`config.mk`:
```
export PLATFORM = sky130hd
export DESIGN_NAME = lcd_timing_gen_flat
export DESIGN_NICKNAME = d
export VERILOG_FILES = /design/src/rtl/lcd_timing_gen_if.sv /design/src/rtl/lcd_timing_gen.sv /design/src/flat_wrapper.sv
export SDC_FILE = /design/constraint.sdc
export NUM_CORES = 1
export LEC_CHECK = 0
export BUFFER_PORTS_ARGS = -buffer_cell sky130_fd_sc_hd__clkbuf_2
export CORE_MARGIN = 1
export CORE_UTILIZATION = 30
export CTS_BUF_LIST = sky130_fd_sc_hd__clkbuf_4 sky130_fd_sc_hd__clkbuf_8
export DETAILED_ROUTE_END_ITERATION = 6
export PLACE_DENSITY_LB_ADDON = 0.12
export SLEW_MARGIN = 20
export SYNTH_ARGS = -nofsm -noshare
export SYNTH_HDL_FRONTEND = slang
export SYNTH_SLANG_ARGS = --single-unit
```
`constraint.sdc`:
```
create_clock -name clk -period 2.7 [get_ports clk]
set_clock_uncertainty 0.15 [all_clocks]
set_input_delay 0.135 -clock clk [delete_from_list [all_inputs] [get_ports clk]]
set_output_delay 0.135 -clock clk [all_outputs]
set_load 0.1 [all_outputs]
```
`src/rtl/lcd_timing_gen_if.sv`:
```
// LCD pin bundle: data enable, syncs and RGB.
// Master drives the panel pins, slave observes them.
interface lcd_timing_gen_if #(
  parameter int R_W = 5,
  parameter int G_W = 6,
  parameter int B_W = 5
);
  logic           lcd_de;
  logic           lcd_hsync;
  logic           lcd_vsync;
  logic [R_W-1:0] lcd_r;
  logic [G_W-1:0] lcd_g;
  logic [B_W-1:0] lcd_b;

  modport master (
    output lcd_de,
    output lcd_hsync,
    output lcd_vsync,
    output lcd_r,
    output lcd_g,
    output lcd_b
  );

  modport slave (
    input lcd_de,
    input lcd_hsync,
    input lcd_vsync,
    input lcd_r,
    input lcd_g,
    input lcd_b
  );
endinterface

```
`src/rtl/lcd_timing_gen.sv`:
```
// RGB-LCD timing and test-pattern generator.
// Outputs are registered from the pre-increment raster position.
module lcd_timing_gen #(
  parameter int H_ACTIVE = 800,
  parameter int H_FP     = 40,
  parameter int H_SYNC   = 48,
  parameter int H_BP     = 40,
  parameter int V_ACTIVE = 480,
  parameter int V_FP     = 13,
  parameter int V_SYNC   = 3,
  parameter int V_BP     = 29,
  parameter int HS_POL   = 0,
  parameter int VS_POL   = 0,
  parameter int R_W      = 5,
  parameter int G_W      = 6,
  parameter int B_W      = 5,
  parameter int GRID     = 32
) (
  input  logic       clk,
  input  logic       rst,
  input  logic       pix_ce,
  input  logic [1:0] mode,
  lcd_timing_gen_if.master lcd,
  output logic [$clog2(H_ACTIVE+H_FP+H_SYNC+H_BP)-1:0] pix_x,
  output logic [$clog2(V_ACTIVE+V_FP+V_SYNC+V_BP)-1:0] pix_y,
  output logic       frame_start,
  output logic [7:0] frame_cnt
);
  localparam int H_TOTAL = H_ACTIVE + H_FP + H_SYNC + H_BP;
  localparam int V_TOTAL = V_ACTIVE + V_FP + V_SYNC + V_BP;
  localparam int HW      = $clog2(H_TOTAL);
  localparam int VW      = $clog2(V_TOTAL);
  localparam int BW      = (H_ACTIVE / 8 < 1) ? 1 : H_ACTIVE / 8;
  localparam int BCW     = $clog2(BW + 1);
  localparam int GCW     = $clog2(GRID);
  localparam int HS_ON   = H_ACTIVE + H_FP;
  localparam int HS_OFF  = HS_ON + H_SYNC;
  localparam int VS_ON   = V_ACTIVE + V_FP;
  localparam int VS_OFF  = VS_ON + V_SYNC;
  localparam logic HS_ACT = 1'(HS_POL);
  localparam logic VS_ACT = 1'(VS_POL);

  logic [HW-1:0]  h, h_nxt;
  logic [VW-1:0]  v, v_nxt;
  logic [1:0]     mode_q, mode_eff;
  logic [BCW-1:0] bar_cnt, bar_cnt_nxt;
  logic [2:0]     bar_idx, bar_idx_nxt;
  logic [GCW-1:0] gx, gx_nxt;
  logic [GCW-1:0] gy, gy_nxt;
  logic [7:0]     fc_nxt;

  logic           org, h_last, v_last;
  logic           de_n, hs_n, vs_n;
  logic [R_W-1:0] r_n, r_q;
  logic [G_W-1:0] g_n, g_q;
  logic [B_W-1:0] b_n, b_q;
  logic           de_q, hs_q, vs_q;

  assign org      = (h == '0) && (v == '0);
  assign h_last   = 32'(h) == H_TOTAL - 1;
  assign v_last   = 32'(v) == V_TOTAL - 1;
  assign mode_eff = org ? mode : mode_q;
  assign fc_nxt   = org ? frame_cnt + 8'd1 : frame_cnt;

  assign de_n = (32'(h) < H_ACTIVE) && (32'(v) < V_ACTIVE);
  assign hs_n = (32'(h) >= HS_ON) && (32'(h) < HS_OFF);
  assign vs_n = (32'(v) >= VS_ON) && (32'(v) < VS_OFF);

  assign lcd.lcd_de    = de_q;
  assign lcd.lcd_hsync = hs_q;
  assign lcd.lcd_vsync = vs_q;
  assign lcd.lcd_r     = r_q;
  assign lcd.lcd_g     = g_q;
  assign lcd.lcd_b     = b_q;

  // Raster, bar and grid counters advance together per pixel tick.
  always_comb begin : count_next
    h_nxt       = h;
    v_nxt       = v;
    bar_cnt_nxt = bar_cnt;
    bar_idx_nxt = bar_idx;
    gx_nxt      = gx;
    gy_nxt      = gy;
    if (h_last) begin
      h_nxt       = '0;
      bar_cnt_nxt = '0;
      bar_idx_nxt = '0;
      gx_nxt      = '0;
      if (v_last) begin
        v_nxt  = '0;
        gy_nxt = '0;
      end else begin
        v_nxt  = v + 1'b1;
        gy_nxt = (32'(gy) == GRID - 1) ? '0 : gy + 1'b1;
      end
    end else begin
      h_nxt  = h + 1'b1;
      gx_nxt = (32'(gx) == GRID - 1) ? '0 : gx + 1'b1;
      if (32'(bar_cnt) == BW - 1) begin
        bar_cnt_nxt = '0;
        if (bar_idx != 3'd7) bar_idx_nxt = bar_idx + 3'd1;
      end else begin
        bar_cnt_nxt = bar_cnt + 1'b1;
      end
    end
  end

  // Pattern colour for the current position, blanked outside DE.
  always_comb begin : pixel_next
    r_n = '0;
    g_n = '0;
    b_n = '0;
    if (de_n) begin
      unique case (mode_eff)
        2'd0: begin
          r_n = '1;
          g_n = '1;
          b_n = '1;
        end
        2'd1: begin
          r_n = {R_W{~bar_idx[1]}};
          g_n = {G_W{~bar_idx[2]}};
          b_n = {B_W{~bar_idx[0]}};
        end
        2'd2: begin
          r_n = R_W'(h >> 2);
          g_n = G_W'(v >> 1);
          b_n = B_W'(fc_nxt);
        end
        2'd3: begin
          if (gx == '0 || gy == '0) begin
            r_n = '1;
            g_n = '1;
            b_n = '1;
          end
        end
        default: ;
      endcase
    end
  end

  // State and output registers, updated only on pixel ticks.
  always_ff @(posedge clk or posedge rst) begin : regs
    if (rst) begin
      h           <= '0;
      v           <= '0;
      mode_q      <= '0;
      bar_cnt     <= '0;
      bar_idx     <= '0;
      gx          <= '0;
      gy          <= '0;
      frame_cnt   <= '0;
      frame_start <= 1'b0;
      de_q        <= 1'b0;
      hs_q        <= ~HS_ACT;
      vs_q        <= ~VS_ACT;
      r_q         <= '0;
      g_q         <= '0;
      b_q         <= '0;
      pix_x       <= '0;
      pix_y       <= '0;
    end else begin
      frame_start <= 1'b0;
      if (pix_ce) begin
        h           <= h_nxt;
        v           <= v_nxt;
        mode_q      <= mode_eff;
        bar_cnt     <= bar_cnt_nxt;
        bar_idx     <= bar_idx_nxt;
        gx          <= gx_nxt;
        gy          <= gy_nxt;
        frame_cnt   <= fc_nxt;
        frame_start <= org;
        de_q        <= de_n;
        hs_q        <= hs_n ? HS_ACT : ~HS_ACT;
        vs_q        <= vs_n ? VS_ACT : ~VS_ACT;
        r_q         <= r_n;
        g_q         <= g_n;
        b_q         <= b_n;
        pix_x       <= h;
        pix_y       <= v;
      end
    end
  end
endmodule

```
`src/flat_wrapper.sv`:
```
// flat-port wrapper written by rule: the top's interface ports become plain ports
module lcd_timing_gen_flat 
#(
  parameter int H_ACTIVE = 800,
  parameter int H_FP     = 40,
  parameter int H_SYNC   = 48,
  parameter int H_BP     = 40,
  parameter int V_ACTIVE = 480,
  parameter int V_FP     = 13,
  parameter int V_SYNC   = 3,
  parameter int V_BP     = 29,
  parameter int HS_POL   = 0,
  parameter int VS_POL   = 0,
  parameter int R_W      = 5,
  parameter int G_W      = 6,
  parameter int B_W      = 5,
  parameter int GRID     = 32
)
  (clk, rst, pix_ce, mode, pix_x, pix_y, frame_start, frame_cnt, lcd_lcd_de, lcd_lcd_hsync, lcd_lcd_vsync, lcd_lcd_r, lcd_lcd_g, lcd_lcd_b);
  lcd_timing_gen_if #(.R_W(R_W), .G_W(G_W), .B_W(B_W)) lcd_i ();
  input  logic clk;
  input  logic rst;
  input  logic pix_ce;
  input  logic [1:0] mode;
  output logic [$clog2(H_ACTIVE+H_FP+H_SYNC+H_BP)-1:0] pix_x;
  output logic [$clog2(V_ACTIVE+V_FP+V_SYNC+V_BP)-1:0] pix_y;
  output logic frame_start;
  output logic [7:0] frame_cnt;
  output wire logic [$bits(lcd_i.lcd_de)-1:0] lcd_lcd_de;
  output wire logic [$bits(lcd_i.lcd_hsync)-1:0] lcd_lcd_hsync;
  output wire logic [$bits(lcd_i.lcd_vsync)-1:0] lcd_lcd_vsync;
  output wire logic [$bits(lcd_i.lcd_r)-1:0] lcd_lcd_r;
  output wire logic [$bits(lcd_i.lcd_g)-1:0] lcd_lcd_g;
  output wire logic [$bits(lcd_i.lcd_b)-1:0] lcd_lcd_b;
  assign lcd_lcd_de = lcd_i.lcd_de;
  assign lcd_lcd_hsync = lcd_i.lcd_hsync;
  assign lcd_lcd_vsync = lcd_i.lcd_vsync;
  assign lcd_lcd_r = lcd_i.lcd_r;
  assign lcd_lcd_g = lcd_i.lcd_g;
  assign lcd_lcd_b = lcd_i.lcd_b;
  lcd_timing_gen #(.H_ACTIVE(H_ACTIVE), .H_FP(H_FP), .H_SYNC(H_SYNC), .H_BP(H_BP), .V_ACTIVE(V_ACTIVE), .V_FP(V_FP), .V_SYNC(V_SYNC), .V_BP(V_BP), .HS_POL(HS_POL), .VS_POL(VS_POL), .R_W(R_W), .G_W(G_W), .B_W(B_W), .GRID(GRID)) u_core (.clk(clk), .rst(rst), .pix_ce(pix_ce), .mode(mode), .lcd(lcd_i), .pix_x(pix_x), .pix_y(pix_y), .frame_start(frame_start), .frame_cnt(frame_cnt));
endmodule
```
### After elaboration in Yosys (flattened, before gate mapping)

Index checks and enable logic that the tools add are counted.

| storage, ports and cells | value |
|---|---|
| output and inout port bits | 48 |
| register bits after elaboration | 90 |
| word-level logic and storage cells | 82 |
| input port bits | 5 |

| cells by class | value |
|---|---|
| add/sub/neg operators | 7 |
| reduce and logical (&&, ||, !) cells | 15 |
| order comparisons | 6 |
| equal/unequal tests | 9 |
| multiplexer cells | 24 |
| bitwise logic cells | 3 |

Operator list:

| cell | count |
|---|---|
| two-way mux 5 bit | 8 |
| one-hot mux 5 bit (4 select lines) | 2 |
| one-hot mux 6 bit (4 select lines) | 1 |
| adder 10 x 1 -> 10 bit, second input constant | 2 |
| equality test 10 bit, second input constant | 2 |
| logical NOT 10 bit | 2 |
| less-than comparator 10 bit, second input constant | 2 |
| less-than comparator 10 x 9 -> 1 bit, second input constant | 2 |
| two-way mux 10 bit | 2 |
| two-way mux 7 bit | 2 |
| two-way mux 6 bit | 2 |
| adder 5 x 1 -> 5 bit, second input constant | 2 |
| equality test 5 bit, second input constant | 2 |
| greater-or-equal comparator 10 bit, second input constant | 1 |
| greater-or-equal comparator 10 x 9 -> 1 bit, second input constant | 1 |
| logical NOT 5 bit | 2 |
| two-way mux 3 bit | 3 |
| adder 8 x 1 -> 8 bit, second input constant | 1 |
| adder 7 x 1 -> 7 bit, second input constant | 1 |
| equality test 7 bit, second input constant | 1 |
| equality test 2 bit, second input constant | 2 |
| logical AND 1 bit | 4 |
| AND reduction 2 bit | 2 |
| nonzero test 2 bit | 2 |
| 9 further kinds | 13 |

### Depth between registers and ports, before layout

Gate-level depths: netlist of run 1.

| logic depth | value |
|---|---|
| word-level depth | 6 |
| depth in mapped cells | 9 |
| gate-level depth less buffers | 7 |

### Worst setup path after synthesis of run 1

OpenSTA, ideal clock, no wires.

| timing path | value |
|---|---|
| path type | reg2reg |
| from | register u_core.v[4] |
| to | register u_core.r_q[1], in the netlist u_core.lcd.lcd_r[1] |
| arrival | 2.208 ns |
| data required time | 2.411 ns |
| period minus slack after synthesis | 2.496 ns |
| setup slack | 0.204 ns |
| setup time | 0.139 ns |
| stages on the path, launching flop included | 7 |
| buffers on the path | 1 |
| cells stage by stage | dfrtp_1 > or4_4 > or2_1 > buf_6 > or4_4 > a21boi_4 > o221ai_1 |

| on the way | value |
|---|---|
| cells in the longest elaborated chain, start to end | 6 |
| elaborated cells between the ends (all ways) | 11 |
| those cells by class | 1 x order compare; 3 x eq/ne; 3 x mux; 4 x reduce/logical |

RTL lines:

| item | line | RTL |
|---|---|---|
| start, declared | lcd_timing_gen.sv:44 | `logic [VW-1:0] v, v_nxt;` |
| start signal, assigned | lcd_timing_gen.sv:166 | `v <= v_nxt;` |
| logical NOT 10 bit | lcd_timing_gen.sv:59 | `assign org = (h == '0) && (v == '0);` |
| logical AND 1 bit | lcd_timing_gen.sv:59 |  |
| two-way mux 2 bit | lcd_timing_gen.sv:62 | `assign mode_eff = org ? mode : mode_q;` |
| equality test 2 bit, or another cell as far along | lcd_timing_gen.sv:114 | `unique case (mode_eff)` |
| one-hot mux 5 bit (4 select lines) | lcd_timing_gen.sv:114 |  |
| two-way mux 5 bit * | lcd_timing_gen.sv:113 | `if (de_n) begin` |
| end signal, assigned | lcd_timing_gen.sv:177 | `r_q <= r_n;` |
| end, declared | lcd_timing_gen.sv:54 | `logic [R_W-1:0] r_n, r_q;` |

Every way passes the cells marked *; elsewhere a longest branch is shown, timed or not.
A chain may end at the register's enable or synchronous reset.

### Worst setup path in the final report of run 1

| timing path | value |
|---|---|
| from | register u_core.v[4] |
| to | register u_core.g_q[4], in the netlist u_core.lcd.lcd_g[4] |

| on the way | value |
|---|---|
| cells in the longest elaborated chain, start to end | 6 |
| elaborated cells between the ends (all ways) | 11 |
| those cells by class | 1 x order compare; 3 x eq/ne; 3 x mux; 4 x reduce/logical |

RTL lines:

| item | line | RTL |
|---|---|---|
| logical NOT 10 bit | lcd_timing_gen.sv:59 |  |
| logical AND 1 bit | lcd_timing_gen.sv:59 |  |
| two-way mux 2 bit | lcd_timing_gen.sv:62 |  |
| equality test 2 bit, or another cell as far along | lcd_timing_gen.sv:114 |  |
| one-hot mux 6 bit (4 select lines) | lcd_timing_gen.sv:114 |  |
| two-way mux 6 bit * | lcd_timing_gen.sv:113 |  |
| end signal, assigned | lcd_timing_gen.sv:178 | `g_q <= g_n;` |
| end, declared | lcd_timing_gen.sv:55 | `logic [G_W-1:0] g_n, g_q;` |

Marks and branches as above.

==> results.md, run 1 <==
- Syn_nets: around 430
- Final routed DRC violation total: 0
- Final setup violation count: 0
- Top cells by area, synth: sky130_fd_sc_hd__dfrtp_1 (51%), sky130_fd_sc_hd__mux2_2 (5.7%), sky130_fd_sc_hd__ha_1 (4.6%)
- Clock network fraction of design power: 23.2%
- Register-to-register path setup slack: 0.24 ns
- Unrepaired setup endpoints after global routing: false
- Worst setup slack after placement: approximately 0.20 ns
- Met3 wire length: around 550 um
- Filler Cell Count: ~1400
- Number of DRC violations after detailed-routing iteration 0: 204
- Power density over the cells: about 760 nW/um^2
- CTS tree: built
- Element type at the critical path end: flop
- Met1 WL: roughly 5.3 mm
- Worst slew margin relative to its limit: approximately 59%
- Fin nets: about 510
- Final setup margin: around 0.24 ns
- Latest clock arrival within the worst-skew pair: roughly 0.38 ns
- Peak supply drop: approximately 0.00057 V
- Combinational fraction of design power: 33.1%
- Classification of the worst setup path: flop to flop
- Top Family by Delay on Critical Path: simple AND/OR/NAND/NOR gates
- Syn_area_per_cell: 10.6 sq um
- Fraction of synthesized cell area taken by the top area cell type: between 50% and 60%
- Detail Route Antenna Nets: 0
- Total count of max-transition violations in the final report: 0
- Max Cap Violations: 0
- Post-synthesis cell type with the largest combined area: sky130_fd_sc_hd__dfrtp_1
- Clock Sink Count: 90
- Post-synth EDFFs: 0
- Global-route total usage across every layer: between 10% and 20%
- Final HPWL from detailed placement: 7.73 mm
- Switching Share: 41.0%
- Highest attainable clock frequency: roughly 0.41 GHz
- Cell-internal power: 2.34 mW
- Most common cell type on the critical path: sky130_fd_sc_hd__or4_4
- Non-filler cells in the finished layout: 675
- Via Count: 3300
- Crit-path max cell delay: ~0.56 ns
- Total die area: around 15000 sq um
- Root Driver: sky130_fd_sc_hd__clkbuf_8
- Maximum fanout encountered on the critical timing path: 6
- Net load switching power: 1.62 mW
- Layout overhead on the synthesized area: 20.6%
- Number of port buffers: between 50 and 60
- Number of gates on the worst path with buffers counted: 5
- First-pass GRT wire length: roughly 18 mm
- Cell with the biggest individual delay on the critical path: sky130_fd_sc_hd__or4_4
- Clock Pin Slew Worst Setup and Hold Paths: 0.08 ns
- Main synth FF type: sky130_fd_sc_hd__dfrtp_1
- Hold violation count in the final report: 0
- Initial antenna violation count: 0
- Reg-to-Reg End: u_core.lcd.lcd_g[4]
- Core ar.: between 10000 and 15000 sq um
- Initial core utilization: just over 30%
- Post-synth top cells: sky130_fd_sc_hd__dfrtp_1 (88), sky130_fd_sc_hd__nand2_1 (50), sky130_fd_sc_hd__inv_1 (26)
- Syn. warnings: 0
- Static Leakage: 2.42 nW
- Die width: 122 um
- Cell area after technology mapping: between 4000 and 5000 sq um
- Share of cells above drive strength 1: around 27%
- Largest buffer count on any clock path: 2
- Remaining global-route overflow: 0
- Io pins: 53
- Worst Setup SP: u_core.v[4]
- Synth Register Bits: 90
- Hold path start: pix_ce
- Sequential fraction of the synthesis area: between 50% and 60%
- Data arrival, critical path: between 2 and 3 ns
- Met2 routed WL: ~4.8 mm
- Highest Signal Layer: met4
- Post-synthesis cell type count: about 50
- Cells after DPL: between 600 and 700
- Pin slew with the least headroom to its limit: 0.610 ns
- Total CTS buffers: 9
- Number of buffers and inverters on the critical path: 0
- Required time at the worst-slack endpoint: between 2 and 3 ns
- Weighted congestion reported at the end of routability-driven placement: slightly below 0.8
- Sequential Power Share: 43.7%
- Area taken by flip-flops and latches: about 2300 sq um
- Cells traversed along the worst timing path: or4_4, or2_1, or4_4, a21boi_4, o221ai_1
- Reg2Reg Launch Point: u_core.v[4]
- Status: finished clean
- Library cell with the highest instance count after synthesis: sky130_fd_sc_hd__dfrtp_1
- Total inserted antenna cells: 0
- Via-to-Cell Ratio: 4.89
- Kind of path behind the tightest hold check: input pin to flop
- Vias in the first global route: ~3400
- Maximum number of pins on one net before global-route repair: 37
- Finished Core Util: a little under two fifths
- Count of H-tree levels built during CTS: 3
- Vert. Die Dim: 122 um
- End point of the critical path: u_core.lcd.lcd_g[4]
- Total Power Consumption: around 4.0 mW
- Crit path launch type: flop
- TritonRoute pass-1 iters: 4
- # rows: 43
- Final clock period utilization by the worst path: between 90% and 100%
- Post-CTS setup-driven buffer insertion count: 0
- Number of cells on the worst reg-to-reg path: 5
- Async set-reset flop share out of synthesis: 100%
- Fin crit period: 2.46 ns
- Summed negative setup slack over all endpoints: 0 ns
- Cells after Synth: 410
- Routed WL per cell: 16.0 um
- Final wirelength: 10.8 mm
- Multi-input combinational cell area: just under 2000 sq um
==> metrics by stage <==
stage	hold slack [ns]	area, sq um
CTS	0.00119	5230
floorplan	0.0975	4350
global route	0.0311	5240
detailed placement	0.0744	5010
global placement	0.0728	5010
finish	0.0181	5240
==> worst min-delay path, delay by kind of cell <==
kind / cells / cell delay, ns
buffers and inverters: 2 / 0.23
AND/OR/NAND/NOR: 1 / 0.08
XOR/XNOR: 1 / 0.06
==> what timing repair did <==
| item | in CTS | in global routing |
|---|---|---|
| hold buffers | 3 | 0 |
| endpoints found under the setup margin | 0 | 20 |
| gates resized for setup | 0 | 1 |
| hold endpoints to repair | 33 | 0 |
==> power groups by stage <==
stage               registers, mW  logic (mW)  clock network [mW]
floorplan                    2.29       0.446                   0
global placement             1.76        1.31                   0
detailed placement           1.76        1.31                   0
CTS                          1.73        1.32               0.958
global route                 1.77        1.42                1.01
finish                       1.73        1.31               0.919
==> logic make-up (layout without fill, tap and decap cells) <==
family	Yosys count	count (layout)	share of synthesized area, %
and+or+nand+nor	147	147	16.8
DFF	90	90	51.9
AOI/OAI and AO/OA	64	64	11.1
buffers and inverters	41	126	3.77
xor gates and xnor gates	29	29	5.85
muxes	23	23	5.93
adders and majority gates	16	16	4.61
==> how the worst min path moves through the flow <==
stage | to | cells past startpoint
after floorplan | u_core.mode_q[1] | 2
after global placement | u_core.frame_cnt[4] | 2
after detailed placement | u_core.frame_cnt[4] | 2
after CTS | u_core.h[4] | 4
after global routing | u_core.h[4] | 4
final | u_core.h[4] | 4
==> registers in the layout, indices dropped and copies added, names as in the netlist <==
name,cells
u_core.lcd.lcd_r,5
u_core.frame_cnt,8
u_core.pix_y,10
u_core.lcd.lcd_hsync,1
u_core.gx,5
u_core.lcd.lcd_b,5
u_core.pix_x,10
u_core.bar_idx,3
u_core.bar_cnt,7
u_core.mode_q,2
u_core.gy,5
u_core.lcd.lcd_vsync,1
u_core.lcd.lcd_g,6
u_core.h,10
u_core.frame_start,1
u_core.lcd.lcd_de,1
u_core.v,10
==> layout make-up <==
class | instances | area share (%)
clock buffer | 14 | 3.56
sequential | 90 | 43.0
clock inverter | 1 | 0.143
timing repair buffer | 85 | 10.1
tap | 180 | 4.30
inverter | 26 | 1.89
multi-input combinational | 279 | 37.0
==> metal layers <==
metal / global-route usage [%] / vias up
met2: 23.3 / 70
met1: 21.7 / 1610
met5: 0 / -
met3: 5.07 / 12
met4: 5.64 / 0
li1: - / 1608
==> cells in the final DEF (no fill, tap or decap), drive strengths merged, types with 4 or more instances in the layout <==
cell    netlist  routed
and3          8       8
xnor2        18      18
nand4         8       8
nand3        17      17
a21oi         4       4
nand2        50      50
or4           4       4
inv          26      25
mux2         22      22
nor2         22      22
o21ai        22      22
buf           3      30
o221ai       16      16
clkbuf       12      66
xor2         11      11
nor3         19      19
a22o          4       4
ha           16      16
dfrtp        88      88
Note: power is estimated with default switching activity, not from simulation.
==> inputs of run 2 (changes only) <==
--- a/config.mk
+++ b/config.mk
@@ -10,7 +10,9 @@
 export CORE_UTILIZATION = 30
 export CTS_BUF_LIST = sky130_fd_sc_hd__clkbuf_4 sky130_fd_sc_hd__clkbuf_8
 export DETAILED_ROUTE_END_ITERATION = 6
+export GPL_ROUTABILITY_DRIVEN = 0
 export PLACE_DENSITY_LB_ADDON = 0.12
+export REMOVE_ABC_BUFFERS = 1
 export SLEW_MARGIN = 20
 export SYNTH_ARGS = -nofsm -noshare
 export SYNTH_HDL_FRONTEND = slang
==> results.md, run 2 (same netlist as run 1, synthesis figures left out) <==
- Final routed DRC violation total: 0 (unchanged)
- Total Power Consumption: 3.93 mW (was 3.96 mW)
- Worst slew margin relative to its limit: 63.6% (was 59.3%)
- Total die area: 15000 sq um (unchanged)
- Detail Route Antenna Nets: 0 (unchanged)
- Power density over the cells: 751 nW/um^2 (was 756 nW/um^2)
- Summed negative setup slack over all endpoints: 0 ns (unchanged)
- Pin slew with the least headroom to its limit: 0.549 ns (was 0.610 ns)
- Via-to-Cell Ratio: 4.92 (was 4.89)
- Largest buffer count on any clock path: 2 (unchanged)
- Fin nets: 510 (was 512)
- Met1 Resource Use GR: 21.4% (was 21.7%)
- M3 GR Usage: 3.90% (was 5.07%)
- Number of buffers and inverters on the critical path: 1 (was 0)
- Via Count: 3314 (was 3300)
- Number of DRC violations after detailed-routing iteration 0: 156 (was 204)
- Status: finished clean (unchanged)
- Final setup violation count: 0 (unchanged)
- Element type at the critical path end: flop (unchanged)
- Io pins: 53 (unchanged)
- Data arrival, critical path: 2.53 ns (was 2.55 ns)
- Clock Pin Slew Worst Setup and Hold Paths: 0.08 ns (about the same)
- Unrepaired setup endpoints after global routing: false (unchanged)
- Leading cell type in the layout, fill and taps excluded: sky130_fd_sc_hd__dfrtp_1 (unchanged)
- Final HPWL from detailed placement: 7.49 mm (was 7.73 mm)
- Clock network fraction of design power: 22.9% (was 23.2%)
- Area taken by flip-flops and latches: 2250 sq um (unchanged)
- Layout overhead on the synthesized area: 20.4% (was 20.6%)
- Final clock period utilization by the worst path: 90.4% (was 90.9%)
- Static Leakage: 2.42 nW (about the same)
- Required time at the worst-slack endpoint: 2.78 ns (was 2.79 ns)
- Maximum fanout encountered on the critical timing path: 6 (unchanged)
- Total CTS buffers: 9 (unchanged)
- Latest clock arrival within the worst-skew pair: 0.37 ns (was 0.38 ns)
- Top Family by Delay on Critical Path: simple AND/OR/NAND/NOR gates (unchanged)
- Total inserted antenna cells: 0 (unchanged)
- Commonest cells after routing, fill and taps aside: sky130_fd_sc_hd__dfrtp_1 (88), sky130_fd_sc_hd__clkbuf_2 (52), sky130_fd_sc_hd__nand2_1 (50), sky130_fd_sc_hd__buf_4 (26), sky130_fd_sc_hd__inv_1 (25) (was sky130_fd_sc_hd__dfrtp_1 (88), sky130_fd_sc_hd__clkbuf_2 (52), sky130_fd_sc_hd__nand2_1 (50), sky130_fd_sc_hd__buf_4 (29), sky130_fd_sc_hd__inv_1 (25))
- First-pass GRT wire length: 17.8 mm (about the same)
- # rows: 43 (unchanged)
- Share of cells above drive strength 1: 27.0% (was 27.3%)
- Count of H-tree levels built during CTS: 3 (unchanged)
- Crit path launch type: flop (unchanged)
- Remaining global-route overflow: 0 (unchanged)
- Kind of path behind the tightest hold check: input pin to flop (unchanged)
- Die width: 122 um (unchanged)
- Highest attainable clock frequency: 0.410 GHz (was 0.407 GHz)
- Hold violation count in the final report: 0 (unchanged)
- Total count of max-transition violations in the final report: 0 (unchanged)
- Register-to-register path setup slack: 0.26 ns (was 0.24 ns)
- Number of port buffers: 52 (unchanged)
- Initial core utilization: 31.1% (unchanged)
- Peak supply drop: 0.000805 V (was 0.000570 V)
- Max Cap Violations: 0 (unchanged)
- Combinational fraction of design power: 33.0% (was 33.1%)
- Met2 routing resource usage after global routing: 24.5% (was 23.3%)
- Sequential Power Share: 44.1% (was 43.7%)
- Crit-path max cell delay: 0.55 ns (was 0.56 ns)
- Fin crit period: 2.44 ns (was 2.46 ns)
- Routed WL per cell: 15.9 um (was 16.0 um)
- TritonRoute pass-1 iters: 4 (unchanged)
- Cell with the biggest individual delay on the critical path: sky130_fd_sc_hd__or4_4 (unchanged)
- Cell-internal power: 2.32 mW (was 2.34 mW)
- Maximum number of pins on one net before global-route repair: 91 (was 37)
- Vias in the first global route: 3307 (was 3359)
- Multi-input combinational cell area: 1940 sq um (unchanged)
- Net load switching power: 1.61 mW (was 1.62 mW)
- Filler Cell Count: 1439 (was 1442)
- Root Driver: sky130_fd_sc_hd__clkbuf_8 (unchanged)
- Global-route total usage across every layer: 15.8% (about the same)
- Busiest layer in global routing: met2 (unchanged)
- Cells traversed along the worst timing path: inv_1, ha_1, nand2b_1, or2_1, or4_4, a21boi_4, o221ai_1 (was or4_4, or2_1, or4_4, a21boi_4, o221ai_1)
- Vert. Die Dim: 122 um (unchanged)
- Core ar.: 14000 sq um (unchanged)
- Initial antenna violation count: 0 (unchanged)
- Classification of the worst setup path: flop to flop (unchanged)
- Clock Sink Count: 90 (unchanged)
- Switching Share: 41.1% (was 41.0%)
- Final wirelength: 10.7 mm (was 10.8 mm)
- CTS tree: built (unchanged)
==> run 2: changes by cell type in the layout (fill, tap and decap cells not counted) <==
cell,delta
sky130_fd_sc_hd__clkinv_2,+2
sky130_fd_sc_hd__clkinvlp_4,-1
sky130_fd_sc_hd__buf_12,+1
sky130_fd_sc_hd__clkbuf_4,-1
sky130_fd_sc_hd__buf_4,-3
==> run 2: through the flow <==
| stage | setup slack [ns] | cells | util [%] | hold slack (ns) | instance area (sq um) |
|---|---|---|---|---|---|
| final | 0.260 | 673 | 37.4 | 0.0891 | 5230 |
| after global routing | 0.0922 | 673 | 37.4 | 0.107 | 5230 |
| after CTS | 0.207 | 673 | 37.4 | 0.0607 | 5230 |
| after detailed placement | 0.248 | 655 | 35.8 | 0.122 | 5010 |
| after global placement | 0.271 | 655 | 35.8 | 0.122 | 5010 |
| after floorplan | 0.0701 | 395 | - | 0.0354 | 4280 |
==> run 2: power by group through the flow <==
stage / clock network, mW / logic [mW] / registers (mW)
4_1_cts: 0.952 / 1.31 / 1.73
6_report: 0.902 / 1.30 / 1.73
5_1_grt: 0.992 / 1.41 / 1.77
3_3_place_gp: 0 / 1.29 / 1.75
2_1_floorplan: 0 / 0.405 / 2.31
3_5_place_dp: 0 / 1.30 / 1.76
==> run 2: layout make-up <==
cell class	count	area share [%]
sequential	90	43.1
multi-input combinational	279	37.1
timing repair buffer	83	10.0
tap	180	4.30
clock buffer	13	3.42
inverter	26	1.89
clock inverter	2	0.191
==> run 2: worst paths after layout <==
check,from,end,depth (start not counted)
max reg2reg,u_core.v[1],u_core.lcd.lcd_g[1],7
min in group asynchronous,rst,u_core.frame_cnt[2],4
max,u_core.v[1],u_core.lcd.lcd_g[1],7
max in group asynchronous,rst,u_core.lcd.lcd_hsync,4
min,pix_ce,u_core.h[4],4
min reg2reg,u_core.frame_cnt[7],u_core.frame_cnt[7],1
==> run 2: worst register-to-register path, stage by stage (launching register included) <==
cell,delay [ns]
sky130_fd_sc_hd__dfrtp_1,0.44
sky130_fd_sc_hd__inv_1,0.18
sky130_fd_sc_hd__ha_1,0.20
sky130_fd_sc_hd__nand2b_1,0.11
sky130_fd_sc_hd__or2_1,0.26
sky130_fd_sc_hd__or4_4,0.55
sky130_fd_sc_hd__a21boi_4,0.27
sky130_fd_sc_hd__o221ai_1,0.15
==> run 2: metal layers <==
layer	part of all wire [%]	routed length, um
met5	0	0
met4	1.7	178
met3	3.5	377
met2	46	4900
met1	49	5280
==> run 2: repair_timing <==
action,in CTS,in global routing
setup buffers,0,0
hold endpoints to repair,90,0
resized for setup,0,1
hold buffers,3,0
setup endpoints to repair,0,11
==> inputs of run 3 (changes only) <==
--- a/config.mk
+++ b/config.mk
@@ -5,7 +5,7 @@
 export SDC_FILE = /design/constraint.sdc
 export NUM_CORES = 1
 export LEC_CHECK = 0
-export BUFFER_PORTS_ARGS = -buffer_cell sky130_fd_sc_hd__clkbuf_2
+export BUFFER_PORTS_ARGS = -buffer_cell sky130_fd_sc_hd__buf_2
 export CORE_MARGIN = 1
 export CORE_UTILIZATION = 30
 export CTS_BUF_LIST = sky130_fd_sc_hd__clkbuf_4 sky130_fd_sc_hd__clkbuf_8
==> results.md, run 3 (same netlist as run 1, synthesis figures left out) <==
- Total CTS buffers: 9 (unchanged)
- Summed negative setup slack over all endpoints: 0 ns (unchanged)
- Total inserted antenna cells: 0 (unchanged)
- Root Driver: sky130_fd_sc_hd__clkbuf_8 (unchanged)
- Fin nets: 512 (was 510)
- Required time at the worst-slack endpoint: 2.79 ns (was 2.78 ns)
- Most common cell type on the critical path: sky130_fd_sc_hd__or4_4
- Final setup violation count: 0 (unchanged)
- Cells traversed along the worst timing path: or4_4, or2_1, or4_4, a21boi_4, o221ai_1 (was inv_1, ha_1, nand2b_1, or2_1, or4_4, a21boi_4, o221ai_1)
- Commonest cells after routing, fill and taps aside: sky130_fd_sc_hd__dfrtp_1 (88), sky130_fd_sc_hd__buf_2 (52), sky130_fd_sc_hd__nand2_1 (50), sky130_fd_sc_hd__buf_4 (29), sky130_fd_sc_hd__inv_1 (25) (was sky130_fd_sc_hd__dfrtp_1 (88), sky130_fd_sc_hd__clkbuf_2 (52), sky130_fd_sc_hd__nand2_1 (50), sky130_fd_sc_hd__buf_4 (26), sky130_fd_sc_hd__inv_1 (25))
- Kind of path behind the tightest hold check: input pin to flop (unchanged)
- Via Count: 3313 (was 3314)
- Hold violation count in the final report: 0 (unchanged)
- Routed WL per cell: 15.7 um (was 15.9 um)
- Met1 Resource Use GR: 21.4% (about the same)
- Crit path launch type: flop (unchanged)
- Max Cap Violations: 0 (unchanged)
- Total die area: 15000 sq um (unchanged)
- Status: finished clean (unchanged)
- Number of cells on the worst reg-to-reg path: 5 (was 7)
- Leading cell type in the layout, fill and taps excluded: sky130_fd_sc_hd__dfrtp_1 (unchanged)
- Initial antenna violation count: 0 (unchanged)
- TritonRoute pass-1 iters: 4 (unchanged)
- Io pins: 53 (unchanged)
- Clock Sink Count: 90 (unchanged)
- Static Leakage: 2.43 nW (was 2.42 nW)
- Worst hold path stage count: 4 (unchanged)
- Data arrival, critical path: 2.51 ns (was 2.53 ns)
- Detail Route Antenna Nets: 0 (unchanged)
- Number of port buffers: 52 (unchanged)
- Highest attainable clock frequency: 0.415 GHz (was 0.410 GHz)
- Die width: 122 um (unchanged)
- Busiest layer in global routing: met2 (unchanged)
- Non-filler cells in the finished layout: 674 (was 673)
- Final clock period utilization by the worst path: 89.4% (was 90.4%)
- Cell with the biggest individual delay on the critical path: sky130_fd_sc_hd__or4_4 (unchanged)
- Power density over the cells: 774 nW/um^2 (was 751 nW/um^2)
- Worst slew margin relative to its limit: 65.0% (was 63.6%)
- Layout overhead on the synthesized area: 21.0% (was 20.4%)
- Maximum number of pins on one net before global-route repair: 47 (was 91)
- Pin slew with the least headroom to its limit: 0.521 ns (was 0.549 ns)
- Total Power Consumption: 4.07 mW (was 3.93 mW)
- CTS tree: built (unchanged)
- Via-to-Cell Ratio: 4.92 (about the same)
- Largest buffer count on any clock path: 2 (unchanged)
- Unrepaired setup endpoints after global routing: false (unchanged)
- Post-CTS setup-driven buffer insertion count: 0 (unchanged)
- Initial core utilization: 31.1% (unchanged)
- Final wirelength: 10.6 mm (was 10.7 mm)
- Met2 routing resource usage after global routing: 24.3% (was 24.5%)
- Fin crit period: 2.41 ns (was 2.44 ns)
- Element type at the critical path end: flop (unchanged)
- Final routed DRC violation total: 0 (unchanged)
- Worst Hold Slack: 0.0745 ns (was 0.0891 ns)
- Peak supply drop: 0.000629 V (was 0.000805 V)
- Cells after DPL: 657 (was 655)
- Vias in the first global route: 3322 (was 3307)
- First-pass GRT wire length: 17.7 mm (was 17.8 mm)
- Number of DRC violations after detailed-routing iteration 0: 194 (was 156)
- Maximum fanout encountered on the critical timing path: 5 (was 6)
- Count of H-tree levels built during CTS: 3 (unchanged)
- Crit-path max cell delay: 0.55 ns (about the same)
- Vert. Die Dim: 122 um (unchanged)
- Total count of max-transition violations in the final report: 0 (unchanged)
- Global-route total usage across every layer: 15.7% (was 15.8%)
- # rows: 43 (unchanged)
- Core ar.: 14000 sq um (unchanged)
- Latest clock arrival within the worst-skew pair: 0.37 ns (about the same)
- Share of cells above drive strength 1: 27.1% (was 27.0%)
- Clock Pin Slew Worst Setup and Hold Paths: 0.08 ns (about the same)
- Filler Cell Count: 1447 (was 1439)
- Remaining global-route overflow: 0 (unchanged)
- Final HPWL from detailed placement: 7.63 mm (was 7.49 mm)
- Classification of the worst setup path: flop to flop (unchanged)
- M3 GR Usage: 2.93% (was 3.90%)
## run 3: repair_timing
action                                 in CTS  in global routing
endpoints found under the hold margin      27                  0
hold buffers                                3                  0
resized for setup                           0                  1
setup endpoints to repair                   0                  1
## run 3: path summary, 6_finish.rpt
check | start | end | slack [ns]
min reg2reg | u_core.frame_cnt[7] | u_core.frame_cnt[7] | 0.32
max in group asynchronous | rst | u_core.lcd.lcd_hsync | 1.54
max | u_core.v[4] | u_core.lcd.lcd_r[3] | 0.29
min | pix_ce | u_core.h[4] | 0.07
max reg2reg | u_core.v[4] | u_core.lcd.lcd_r[3] | 0.29
min in group asynchronous | rst | u_core.pix_y[5] | 0.16
## run 3: area by class of cell
cell class              instances  area, sq um  share of cell area (%)
clock inverters                 3         65.1                    1.24
flip-flops and latches         90         2250                    42.9
repair buffers                 85          528                    10.0
clock buffers                  11          145                    2.76
well taps                     180          225                    4.28
multi-input cells             279         1940                    36.9
inverters                      26         98.8                    1.88
## run 3: per-stage QoR
stage | setup slack (ns) | instance area, sq um | utilization, %
after floorplan | 0.0701 | 4280 | -
after global placement | 0.312 | 5010 | 35.8
after detailed placement | 0.245 | 5010 | 35.8
after CTS | 0.205 | 5250 | 37.5
after global routing | 0.122 | 5260 | 37.6
final | 0.287 | 5260 | 37.6
## run 3: layer usage
metal	up-vias	share of wire (%)
li1	1609	-
met1	1632	49
met2	56	46
met3	16	3.0
met4	0	1.9
met5	-	0
## run 3: worst max-delay path: cells and delay by family (launching register included)
family | cells | cell delay, ns
simple gates | 3 | 1.34
flops | 1 | 0.39
compound gates | 2 | 0.41
## run 3: report_power, final
part / internal [mW] / switching [mW] / total [mW] / leakage (nW)
logic: 0.359 / 0.968 / 1.33 / 1.19
registers: 1.55 / 0.167 / 1.72 / 1.14
clock network: 0.546 / 0.475 / 1.02 / 0.109
